File: src/rtl/stack_arbiter.sv
// Single-port data stack shared by the PC, ALU and MEM requesters.
// PC has fixed priority; ALU and MEM alternate through a round-robin pointer.
module stack_arbiter #(
    parameter int DATA_LEN  = 8,
    parameter int STK_DEPTH = 16
) (
    input  logic                       clk,
    input  logic                       rst,
    input  logic [2:0]                 req,
    input  logic [2:0]                 op,
    input  logic [3*DATA_LEN-1:0]      wdata,
    output logic [2:0]                 gnt,
    output logic [2:0]                 done,
    output logic [DATA_LEN-1:0]        rdata,
    output logic                       err,
    output logic [$clog2(STK_DEPTH):0] sp,
    output logic                       full,
    output logic                       empty
);
    localparam int AW = $clog2(STK_DEPTH);
    localparam logic [AW:0] DEPTH_V = (AW+1)'(STK_DEPTH);
    localparam logic [AW:0] ONE     = (AW+1)'(1);

    typedef enum logic [1:0] {IDLE, ACCESS, RESP} state_t;

    state_t              state_q;
    logic [2:0]          gnt_q;
    logic [2:0]          done_q;
    logic [DATA_LEN-1:0] rdata_q;
    logic                err_q;
    logic [AW:0]         sp_q;
    logic                rr_q;
    logic                op_q;
    logic [DATA_LEN-1:0] wd_q;

    logic [2:0]          gnt_d;
    logic                op_d;
    logic [DATA_LEN-1:0] wd_d;
    logic [AW:0]         sp_m1;

    logic [DATA_LEN-1:0] mem [STK_DEPTH];

    assign sp_m1 = sp_q - ONE;
    assign full  = (sp_q == DEPTH_V);
    assign empty = (sp_q == '0);
    assign gnt   = gnt_q;
    assign done  = done_q;
    assign rdata = rdata_q;
    assign err   = err_q;
    assign sp    = sp_q;

    // rr_q = 1 favours ALU when ALU and MEM request together
    always_comb begin
        gnt_d = 3'b000;
        op_d  = 1'b0;
        wd_d  = '0;
        if (req[0]) begin
            gnt_d = 3'b001;
            op_d  = op[0];
            wd_d  = wdata[0 +: DATA_LEN];
        end else if (req[1] && (rr_q || !req[2])) begin
            gnt_d = 3'b010;
            op_d  = op[1];
            wd_d  = wdata[DATA_LEN +: DATA_LEN];
        end else if (req[2]) begin
            gnt_d = 3'b100;
            op_d  = op[2];
            wd_d  = wdata[2*DATA_LEN +: DATA_LEN];
        end
    end

    always_ff @(posedge clk or posedge rst) begin
        if (rst) begin
            state_q <= IDLE;
            gnt_q   <= 3'b000;
            done_q  <= 3'b000;
            rdata_q <= '0;
            err_q   <= 1'b0;
            sp_q    <= '0;
            rr_q    <= 1'b1;
            op_q    <= 1'b0;
            wd_q    <= '0;
        end else begin
            case (state_q)
                IDLE: begin
                    if (|req) begin
                        gnt_q   <= gnt_d;
                        op_q    <= op_d;
                        wd_q    <= wd_d;
                        if (!gnt_d[0]) rr_q <= gnt_d[2];
                        state_q <= ACCESS;
                    end
                end
                ACCESS: begin
                    done_q  <= gnt_q;
                    state_q <= RESP;
                    if (op_q) begin
                        if (full) begin
                            err_q <= 1'b1;
                        end else begin
                            sp_q  <= sp_q + ONE;
                            err_q <= 1'b0;
                        end
                    end else if (empty) begin
                        rdata_q <= '0;
                        err_q   <= 1'b1;
                    end else begin
                        rdata_q <= mem[sp_m1[AW-1:0]];
                        sp_q    <= sp_m1;
                        err_q   <= 1'b0;
                    end
                end
                RESP: begin
                    gnt_q   <= 3'b000;
                    done_q  <= 3'b000;
                    err_q   <= 1'b0;
                    state_q <= IDLE;
                end
                default: state_q <= IDLE;
            endcase
        end
    end

    // Storage is deliberately not reset
    always_ff @(posedge clk) begin
        if (state_q == ACCESS && op_q && !full)
            mem[sp_q[AW-1:0]] <= wd_q;
    end

endmodule

File: config.mk
export PLATFORM = sky130hd
export DESIGN_NAME = stack_arbiter
export DESIGN_NICKNAME = d
export VERILOG_FILES = /design/src/rtl/stack_arbiter.sv
export SDC_FILE = /design/constraint.sdc
export NUM_CORES = 1
export LEC_CHECK = 0
export ABC_AREA = 1
export CORE_ASPECT_RATIO = 0.7
export CORE_MARGIN = 2
export CORE_UTILIZATION = 51
export DETAILED_ROUTE_END_ITERATION = 8
export DONT_BUFFER_PORTS = 1
export PLACE_DENSITY = 0.69
export SETUP_SLACK_MARGIN = 0.5
export SLEW_MARGIN = 20
export SYNTH_ARGS = -nofsm -noshare
export SYNTH_HDL_FRONTEND = slang
export SYNTH_SLANG_ARGS = --single-unit
File: constraint.sdc
create_clock -name clk -period 2.5 [get_ports clk]
set_clock_uncertainty 0.1 [all_clocks]
set_input_delay 0.625 -clock clk [delete_from_list [all_inputs] [get_ports clk]]
set_output_delay 0.625 -clock clk [all_outputs]
set_load 0.005 [all_outputs]
==> impl_summary.txt <==
----------------------------------------------------
[Min path]
  Class of the worst hold path ... input port to async pin

[Global routing]
  All-Layer GR Usage ... 0.243
  Initial antenna violation count ... 0
  Number of global-route vias before repair ... between 4,000 and 5,000
  GR Overflow Total ... 0
  Largest net degree at the start of global routing ... 52
  Global-route wire length before repair ... about 26 mm

[Worst setup path]
  Worst Path Class, Setup ... register to output pin
  Worst path max stage delay ... a little over 0.4 ns
  Cell with the biggest individual delay on the critical path ... sky130_fd_sc_hd__dfrtp_2
  Required time of the worst setup path ... approximately 1.8 ns
  Sequence of cells on the critical path ... inv_2 -> ha_4 -> nand4_1 -> inv_1
  Data arrival, critical path ... around 1.3 ns
  Worst-path fanout max ... 3
  Critical path launch point type ... register
  Capturing element type of the critical path ... output pin

[Synthesis]
  Commonest register cell after synthesis ... sky130_fd_sc_hd__edfxtp_1
  Syn Inst Count ... approximately 650
  Seq/Total Area, Yosys ... 0.675
  Post-synthesis instance area ... roughly 0.0069 mm^2
  Total nets after synthesis ... 688
  Asr flop ratio synth ... 0.200
  Mapped Avg Cell Area ... around 11 um^2
  Netlist cell types ... 27
  Count of warnings emitted by yosys ... 0
  Number of enable flip-flop cells after synthesis ... roughly 130
  Number of storage elements in the synthesis netlist ... 160

[Route]
  Remaining routing DRC violations ... 0
  Total via count in the routed design ... 4,952
  Count of nets left with antenna violations after detail routing ... 0
  Routed via count divided by cell count ... approximately 5.7
  Routed length per placed instance ... about 20 um
  Drt first pass iters ... 4
  Routed Wire Length ... approximately 17 mm
  Number of DRC violations after detailed-routing iteration 0 ... 581

[Finish]
  # diodes ... 0
  Final cell utilization of the core ... 0.619
  Total number of nets in the final design ... between 700 and 800
  Highest-count cells in the layout ignoring fill and taps ... sky130_fd_sc_hd__nand2_1 (189), sky130_fd_sc_hd__nand3_1 (134), sky130_fd_sc_hd__edfxtp_1 (128)
  Area delta synth->final ... 18.6%
  Share of cells above drive strength 1 ... 0.154
  Leading cell type in the layout, fill and taps excluded ... sky130_fd_sc_hd__nand2_1

[Power and ir drop]
  Cell Pwr Density ... between 1000 and 1500 mW/mm^2
  Peak VDD IR ... 680 uV
  Static leakage power ... 3.17 nW

[Placed design]
  DP HPWL ... between 10 and 15 mm
  Number of port buffers ... 0
  Final GP Congestion ... about 0.95

[Floorplan]
  Die height ... 101 um
  Core area ... roughly 0.013 mm^2
  Effective utilization at floorplan ... 0.522
  Site Rows ... 35
  Io pins ... between 50 and 60
  Die Area ... 0.0144 mm^2
  Chip width ... about 140 um

[STA]
  Summed negative setup slack over all endpoints ... 0 ns
  Endpoints failing setup ... 0
  Hold violation total from the final report ... 0
  RSZ-0062 raised after global routing ... true
  Upper clock frequency limit ... ~0.5 GHz
  Worst slew margin relative to its limit ... 0.482
  Post-route clock period utilization ... 0.812
  Count of final max-slew check failures ... 0
  Smallest hold slack ... 0.0787 ns
  Min Tclk post-route ... slightly above 2 ns
  Transition time of the tightest slew-check pin ... about 0.78 ns

[CTS]
  Clock tree from TritonCTS ... built
  Clock edge transition at the registers on the reported setup and hold paths ... around 0.070 ns
  Clock Sink Count ... between 150 and 200
  Clock Tree Buf Depth ... 2
  Number of buffers created by CTS ... 17
  H-tree levels ... 4
  Later-pin clock latency in the skew report ... 0.42 ns
  Root cell of the clock tree ... sky130_fd_sc_hd__clkbuf_16
  Number of hold-repair buffers added at the cts stage ... 0

[Flow run]
  Max-cap check violation count ... 0

[Outcome]
  Run status ... completed

----------------------------------------------------
## sequential cells by signal, indices dropped and copies added, names as in the netlist
signal   count
rdata        8
gnt          3
state_q      2
sp           5
rr_q         1
wd_q         8
done         3
err          1
mem        128
op_q         1
## what timing repair did
action | in CTS | in global routing
pin swaps | 5 | 3
endpoints found under the setup margin | 95 | 103
setup buffers | 4 | 9
cloned | 0 | 2
gates resized for setup | 10 | 14
## worst max-delay path: cells and delay by family, from the launching register on
family / cells / cell delay, ns
flops: 1 / 0.41
buf+inv: 2 / 0.19
fa+ha+maj: 1 / 0.15
simple gates: 1 / 0.14
## worst paths after layout
kind / from / to / slack (ns) / cells after the start
worst max-delay path: sp[0] / empty / 0.47 / 4
worst min register to register: rr_q / rr_q / 0.41 / 2
worst min-delay path: rst / rdata[4] / 0.08 / 2
min in group clk: wdata[10] / wd_q[2] / 0.26 / 2
worst max register to register: sp[0] / rdata[6] / 0.55 / 11
max in group asynchronous: rst / rr_q / 1.88 / 2
## cell families after synthesis
group / after synthesis / synth area share
simple gates: 362 / 0.226
flops: 160 / 0.675
buf+inv: 74 / 0.0446
compound gates: 37 / 0.0293
fa+ha+maj: 9 / 0.0164
xor+xnor: 5 / 0.00855
## report_power, final
part / leakage, nW / switching, mW / internal [mW] / total, mW
Sequential: 1.54 / 0.607 / 3.53 / 4.13
Clock: 0.300 / 1.06 / 1.56 / 2.63
Combinational: 1.33 / 3.08 / 1.58 / 4.66
## synth_stat cells (5+ instances only)
cell type                    n  area share
sky130_fd_sc_hd__o22ai_1     5      0.0045
sky130_fd_sc_hd__ha_1        9       0.016
sky130_fd_sc_hd__buf_2      11      0.0080
sky130_fd_sc_hd__clkbuf_1   16      0.0087
sky130_fd_sc_hd__edfxtp_1  128        0.56
sky130_fd_sc_hd__o21ai_0    14       0.010
sky130_fd_sc_hd__a21oi_1     9      0.0065
sky130_fd_sc_hd__inv_1      43       0.023
sky130_fd_sc_hd__a31oi_1     8      0.0073
sky130_fd_sc_hd__nor3_1      5      0.0036
sky130_fd_sc_hd__nand2_1   192        0.10
sky130_fd_sc_hd__nand3_1   135       0.098
sky130_fd_sc_hd__nor2_1     24       0.013
sky130_fd_sc_hd__dfrtp_1    31        0.11
## metal layers
metal  up-vias  track usage  wire (um)
li1       2278            -          -
met1      2440        0.357       7770
met2       206        0.371       8080
met3        28       0.0539       1350
met4         0       0.0701        250
met5         -            0          0
## per-stage QoR
step | setup slack (ns) | cell area (um^2) | power [mW] | instances
2_1_floorplan | 0.401 | 7100 | 6.83 | 647
6_report | 0.471 | 8160 | 11.4 | 867
3_5_place_dp | 0.279 | 7310 | 8.32 | 820
3_3_place_gp | 0.335 | 7310 | 8.19 | 820
5_1_grt | 0.413 | 8160 | 12.0 | 867
4_1_cts | 0.424 | 7980 | 11.0 | 856
## cell type report
| class | count | area, um^2 |
|---|---|---|
| fillers | 1034 | 5020 |
| flip-flops and latches | 160 | 4650 |
| multi-input cells | 413 | 2140 |
| clock buffers | 20 | 468 |
| repair buffers | 33 | 362 |
| well taps | 185 | 231 |
| inverters | 44 | 178 |
| clock inverters | 12 | 130 |
Power figures use the tool's default switching activity.
